File: src/rtl/crc16_frame_packer.sv
// Frame packer feeding the CRC16 engine: forwards payload words through a
// registered valid/ready output and appends the engine's captured CRC word.
module crc16_frame_packer #(
  parameter int unsigned MAX_WORDS = 256,
  parameter int unsigned CNT_W     = 16
) (
  input  logic             clk_sys,
  input  logic             rst_sys,
  input  logic [15:0]      in_data,
  input  logic             in_sop,
  input  logic             in_eop,
  input  logic             in_vld,
  output logic             in_rdy,
  output logic [15:0]      crc_din,
  output logic             crc_din_vld,
  output logic             crc_cap,
  output logic             crc_sop,
  input  logic [15:0]      crc_dout,
  output logic [15:0]      out_data,
  output logic             out_sop,
  output logic             out_eop,
  output logic             out_vld,
  input  logic             out_rdy,
  output logic             err_len,
  output logic             err_sop,
  output logic [CNT_W-1:0] frame_cnt
);

  typedef enum logic [1:0] {
    IDLE,
    DATA,
    CRC_OUT
  } state_t;

  localparam logic [CNT_W:0] MAX_CMP  = (CNT_W + 1)'(MAX_WORDS);
  localparam logic           ONE_WORD = (MAX_WORDS == 1);

  state_t           state_q, state_d;
  logic [CNT_W-1:0] cnt_q, cnt_d;
  logic [15:0]      out_data_q, out_data_d;
  logic             out_sop_q, out_sop_d;
  logic             out_eop_q, out_eop_d;
  logic             out_vld_q, out_vld_d;
  logic             err_len_q, err_len_d;
  logic             err_sop_q, err_sop_d;
  logic [CNT_W-1:0] frame_cnt_q, frame_cnt_d;

  logic free;
  logic xfer;
  logic cnt_hit;

  assign crc_din   = in_data;
  assign out_data  = out_data_q;
  assign out_sop   = out_sop_q;
  assign out_eop   = out_eop_q;
  assign out_vld   = out_vld_q;
  assign err_len   = err_len_q;
  assign err_sop   = err_sop_q;
  assign frame_cnt = frame_cnt_q;

  always_comb begin
    state_d     = state_q;
    cnt_d       = cnt_q;
    out_data_d  = out_data_q;
    out_sop_d   = out_sop_q;
    out_eop_d   = out_eop_q;
    out_vld_d   = out_vld_q;
    err_len_d   = 1'b0;
    err_sop_d   = 1'b0;
    frame_cnt_d = frame_cnt_q;
    crc_din_vld = 1'b0;
    crc_cap     = 1'b0;
    crc_sop     = 1'b0;

    free    = !out_vld_q || out_rdy;
    in_rdy  = free && (state_q != CRC_OUT);
    xfer    = in_vld && in_rdy;
    cnt_hit = (({1'b0, cnt_q} + 1'b1) == MAX_CMP);

    // A free register with nothing to load empties; any load below re-validates it.
    if (free) out_vld_d = 1'b0;

    case (state_q)
      IDLE: begin
        if (xfer && in_sop) begin
          out_data_d  = in_data;
          out_sop_d   = 1'b1;
          out_eop_d   = 1'b0;
          out_vld_d   = 1'b1;
          cnt_d       = CNT_W'(1);
          crc_din_vld = 1'b1;
          if (in_eop || ONE_WORD) begin
            crc_cap   = 1'b1;
            err_len_d = ONE_WORD && !in_eop;
            state_d   = CRC_OUT;
          end else begin
            state_d   = DATA;
          end
        end
      end
      DATA: begin
        if (xfer) begin
          out_data_d  = in_data;
          out_sop_d   = 1'b0;
          out_eop_d   = 1'b0;
          out_vld_d   = 1'b1;
          cnt_d       = cnt_q + 1'b1;
          crc_din_vld = 1'b1;
          err_sop_d   = in_sop;
          if (in_eop || cnt_hit) begin
            crc_cap   = 1'b1;
            err_len_d = cnt_hit && !in_eop;
            state_d   = CRC_OUT;
          end
        end
      end
      CRC_OUT: begin
        // Reseeding here never collides with a data word: in_rdy is low in this state.
        if (free) begin
          out_data_d = crc_dout;
          out_sop_d  = 1'b0;
          out_eop_d  = 1'b1;
          out_vld_d  = 1'b1;
          crc_sop    = 1'b1;
          cnt_d      = '0;
          if (frame_cnt_q != '1) frame_cnt_d = frame_cnt_q + 1'b1;
          state_d    = IDLE;
        end
      end
      default: state_d = IDLE;
    endcase
  end

  always_ff @(posedge clk_sys or posedge rst_sys) begin
    if (rst_sys) begin
      state_q     <= IDLE;
      cnt_q       <= '0;
      out_data_q  <= '0;
      out_sop_q   <= 1'b0;
      out_eop_q   <= 1'b0;
      out_vld_q   <= 1'b0;
      err_len_q   <= 1'b0;
      err_sop_q   <= 1'b0;
      frame_cnt_q <= '0;
    end else begin
      state_q     <= state_d;
      cnt_q       <= cnt_d;
      out_data_q  <= out_data_d;
      out_sop_q   <= out_sop_d;
      out_eop_q   <= out_eop_d;
      out_vld_q   <= out_vld_d;
      err_len_q   <= err_len_d;
      err_sop_q   <= err_sop_d;
      frame_cnt_q <= frame_cnt_d;
    end
  end

endmodule

File: config.mk
export PLATFORM = sky130hd
export DESIGN_NAME = crc16_frame_packer
export DESIGN_NICKNAME = d
export VERILOG_FILES = /design/src/rtl/crc16_frame_packer.sv
export SDC_FILE = /design/constraint.sdc
export NUM_CORES = 1
export LEC_CHECK = 0
export BUFFER_PORTS_ARGS = -buffer_cell sky130_fd_sc_hd__buf_2
export CORE_ASPECT_RATIO = 1.2
export CORE_MARGIN = 4
export CORE_UTILIZATION = 45
export DETAILED_ROUTE_END_ITERATION = 10
export GPL_TIMING_DRIVEN = 0
export PLACE_DENSITY_LB_ADDON = 0.2
export SLEW_MARGIN = 20
export SYNTH_ARGS = -nofsm -noshare
export SYNTH_HDL_FRONTEND = slang
export SYNTH_SLANG_ARGS = --single-unit
File: constraint.sdc
create_clock -name clk_sys -period 2.6 [get_ports clk_sys]
set_input_delay 0.26 -clock clk_sys [delete_from_list [all_inputs] [get_ports clk_sys]]
set_output_delay 0.26 -clock clk_sys [all_outputs]
set_load 0.005 [all_outputs]
# ---- Word level (Yosys, flattened, before mapping)
# Cells that the tools add are included.
dict set report classes {
  n_addsub 3
  eq_ne 9
  muxes 41
  n_reduce_logical 13
}
# cell n
set op_table {}
lappend op_table {{2-to-1 mux 16 bit} 6}
lappend op_table {{case mux 16 bit (3 select lines)} 2}
lappend op_table {{adder 16 x 1 -> 16 bit (second input constant)} 2}
lappend op_table {{2-to-1 mux 1 bit} 22}
lappend op_table {{adder 16 x 1 -> 17 bit (second input constant)} 1}
lappend op_table {{== test 17 x 9 -> 1 bit (second input constant)} 1}
lappend op_table {{inequality test 16 bit (second input constant)} 1}
lappend op_table {{2-to-1 mux 2 bit} 5}
lappend op_table {{inequality test 2 bit (second input constant)} 5}
lappend op_table {{case mux 1 bit (3 select lines)} 3}
lappend op_table {{AND reduction 4 bit} 2}
lappend op_table {{case mux 2 bit (3 select lines)} 1}
lappend op_table {{logical AND 1 bit} 4}
lappend op_table {{case mux 1 bit (2 select lines)} 2}
lappend op_table {{AND reduction 3 bit} 1}
lappend op_table {{nonzero test 3 bit} 1}
lappend op_table {{== test 2 x 1 -> 1 bit (second input constant)} 1}
lappend op_table {{== test 2 bit (second input constant)} 1}
lappend op_table {{logical NOT 1 bit} 2}
lappend op_table {{logical NOT 2 bit} 1}
lappend op_table {{logical OR 1 bit} 2}
dict set report word_totals {
  register_bits 55
  inputBits 38
  out_inout_bits 57
  elab_cells 75
}

# ---- Depth between registers and ports, before layout
dict set report logic_depth {
  ltp_word 7
  ltp_mapped 12
  ltp_nobuf 8
}

# ---- Least setup slack after synthesis
# Ideal clock, no wire load.
dict set report synth_timing {
  kind {reg2out}
  from {reg cnt_q[0]}
  to {out crc_cap}
  arrival_ns 2.253
  t_required_ns 2.340
  setup_slack_ns 0.087
  stages_incl_launch_ff 8
  path_buffers 0
  cell_sequence {dfrtp_1 ha_1 inv_1 nor3_1 a311oi_1 or4_4 or4_4 a221oi_2}
}
dict set report synth_via {
  elab_chain_cells 6
}
# element line_no
set synth_rtl {}
lappend synth_rtl {{start, declared} 39} ;# logic [CNT_W-1:0] cnt_q, cnt_d;
lappend synth_rtl {{start signal, assigned} 147} ;# cnt_q <= cnt_d;
lappend synth_rtl {{adder 16 x 1 -> 17 bit} 78} ;# cnt_hit = (({1'b0, cnt_q} + 1'b1) == MAX_CMP);
lappend synth_rtl {{== test 17 x 9 -> 1 bit} 78}
lappend synth_rtl {{logical OR 1 bit} 110} ;# if (in_eop || cnt_hit) begin
lappend synth_rtl {{2-to-1 mux 1 bit} 110}
lappend synth_rtl {{2-to-1 mux 1 bit} 102} ;# if (xfer) begin
lappend synth_rtl {{case mux 1 bit (2 select lines)} 83} ;# case (state_q)
lappend synth_rtl {{end, declared} 16} ;# output logic crc_cap,
# Every way passes these cells.

# ---- Worst setup path in the final report
dict set report layout_timing {
  from {reg cnt_q[1]}
  to {out crc_cap}
}
# Same word-level chain as after synthesis.

==> impl_metrics.json <==
{
  "seq_area_frac_synth": 0.440,
  "post-route-cell-area_sq_um": 3990,
  "n_fill_cell": 597,
  "setup_slack_ns": -0.344,
  "worst_path_largest_cell_delay_ns": 0.52,
  "seqCellArea_sq_um": 1380,
  "synthesis.area_sq_um": 3130,
  "cp_slowest_cell": "or4_4",
  "io_pins": 95,
  "use_met2": 0.307,
  "routabilityCongestion": 0.876,
  "crit_path_max_fanout": 6,
  "port-buffer-count": 94,
  "die_area_sq_um": 8360,
  "grt_pass1_vias": 2664,
  "wirelength_um": 7560,
  "drc": 0,
  "p_per_area_nw_per_um2": 791,
  "path_cells": "ha_4 -> inv_2 -> nor3_2 -> a311oi_1 -> or4_4 -> or4_4 -> a221oi_4 -> buf_2",
  "cts_buffers": 5,
  "finalNonFillerCells": 527,
  "syn_inst": 328,
  "die_w_um": 84.1,
  "wl_per_cell_um": 14.4,
  "cts_tree": "built",
  "fp-row-count": 33,
  "crit_type": "flop to output pin",
  "netlist.area_leader.share": 0.440,
  "cap_violations": 0,
  "yosys_warnings": 0,
  "rsz0062_at_grt": "yes",
  "syn_nets": 373,
  "nNetsFinal": 484,
  "globalRouteOverflowTotal": 0,
  "ys_types": 44,
  "clock_skew_ns": 0.00442,
  "hold_viol_final": 0,
  "first_pass_iters": 4,
  "grt.met1_usage": 0.235,
  "synth_seq_cells": 55,
  "grt_max_degree": 56,
  "multiInputGateArea_sq_um": 1550,
  "slew_headroom": 0.532,
  "outcome": "complete, but fails checks",
  "syn_area_per_cell_sq_um": 9.54,
  "coreArea_sq_um": 6810,
  "crit_path_end_kind": "output pin",
  "power_leakage_nw": 1.94,
  "dpl_cell_area_sq_um": 3710,
  "path_buf_inv": 2,
  "synth_area_leaders": "dfrtp_1, o21ai_0, mux2i_1",
  "worst-slew-pin-transition_ns": 0.698,
  "final_max_slew_viol_count": 0,
  "holdWs_ns": 0.0501,
  "syn_to_final_growth_pct": 27.5,
  "hp-class": "input port to async pin",
  "drtIter0Drc": 57,
  "clk_pin_slew_ns": 0.10,
  "grt_pass1_wl_um": 12600,
  "routed_via_density": 5.21,
  "dp_slack_ns": -0.314,
  "dp_cells": 509,
  "synth_edf_count": 0,
  "timing.rr.start": "state_q[0]",
  "startpoint": "cnt_q[1]",
  "setup_violations": 1,
  "vias": 2748,
  "h-tree-depth": 2,
  "cts_root_buf": "clkbuf_8",
  "gr-usage-met3": 0.0481,
  "ctsHoldBuffers": 0,
  "post-route-period-util": 1.13,
  "cts_buffer_depth": 2,
  "irDropWorstVdd_mv": 0.453,
  "start_kind": "flop",
  "grt_busiest_layer": "met2",
  "ant_nets": 0,
  "antenna_found_initial": 0,
  "antennaDiodeCount": 0,
  "grt_usage": 0.184,
  "crit_family": "simple AND/OR/NAND/NOR gates",
  "start_util": 0.459,
  "die_y_um": 99.4,
  "fin_crit_ns": 2.94,
  "dpl.hpwl_um": 5430,
  "final_util": 0.586,
  "cts_sinks": 55,
  "synth_most_common_cell": "dfrtp_1",
  "cp.required_ns": 2.34,
  "synthTopCellsByCount": "dfrtp_1, o21ai_0, nand2_1",
  "crit_path_frequent_cell": "or4_4",
  "fmax_mhz": 340,
  "failed_checks": "setup timing",
  "final_layout_size_suffix_gt1_frac": 0.391,
  "worstPathArrival_ns": 2.68,
  "synth_top_area_cell": "dfrtp_1",
  "synthArstFlopShare": 1.00,
  "clock_latency_ns": 0.31,
  "synth-main-ff-cell": "dfrtp_1"
}
final cells by class:
type / instances / share of cell area
inverters: 11 / 0.0110
flip-flops and latches: 55 / 0.346
repair buffers: 104 / 0.137
plain buffers: 34 / 0.0621
multi-input cells: 228 / 0.387
well taps: 87 / 0.0273
clock buffers: 6 / 0.0207
clock inverters: 2 / 0.00878
registers in the layout, summed over array words and instances, names as in the netlist:
register,count
out_vld,1
err_sop,1
out_eop,1
err_len,1
frame_cnt,16
out_sop,1
state_q,2
out_data,16
cnt_q,16
metal layers:
metal / routed length, um / part of all wire
met5: 0 / 0
met2: 3670 / 0.49
met3: 435 / 0.058
met1: 3340 / 0.44
met4: 117 / 0.015
final timing paths:
path | endpoint | slack, ns | cells past startpoint
max in group asynchronous | cnt_q[11] | 2.08 | 2
worst max-delay path | crc_cap | -0.34 | 8
worst max register to register | cnt_q[15] | 0.16 | 12
worst min register to register | out_data[9] | 0.48 | 2
min in group clk_sys | err_len | 0.18 | 2
worst min-delay path | frame_cnt[6] | 0.05 | 2
logic make-up (layout without fill, tap and decap cells):
family	after synthesis	after routing	synth area share
simple gates	105	105	0.170
compound gates	72	72	0.145
flops	55	55	0.440
buf+inv	45	157	0.0856
xor+xnor	24	24	0.0672
mux	20	20	0.0648
fa+ha+maj	7	7	0.0280
stage by stage:
stage               total power, mW  setup TNS (ns)
floorplan                      2.00               0
global placement               2.47           -1.91
detailed placement             2.49           -2.69
CTS                            3.15          -0.298
global route                   3.41          -0.611
finish                         3.16          -0.344
placed cells by master, fill, tap and decap left out, drive strengths merged, types with 8 or more instances in the layout:
cell type,n
mux2i,18
xor2,12
dfrtp,55
nand2,34
nand4,8
nor2,18
inv,11
nand3,16
a21oi,9
buf,129
nor3,8
o21ai,38
xnor2,12
clkbuf,15
report_power, final:
group	switching [mW]	internal [mW]
sequential	0.146	1.07
combinational	0.766	0.586
clock	0.280	0.312
total	1.19	1.96
repair_timing:
action                                  CTS  global route
endpoints found under the setup margin   24            36
buffers inserted                          9             1
resized for setup                        16            11
pin swaps                                 6             2
No activity file was read; power rests on OpenSTA's default activity.
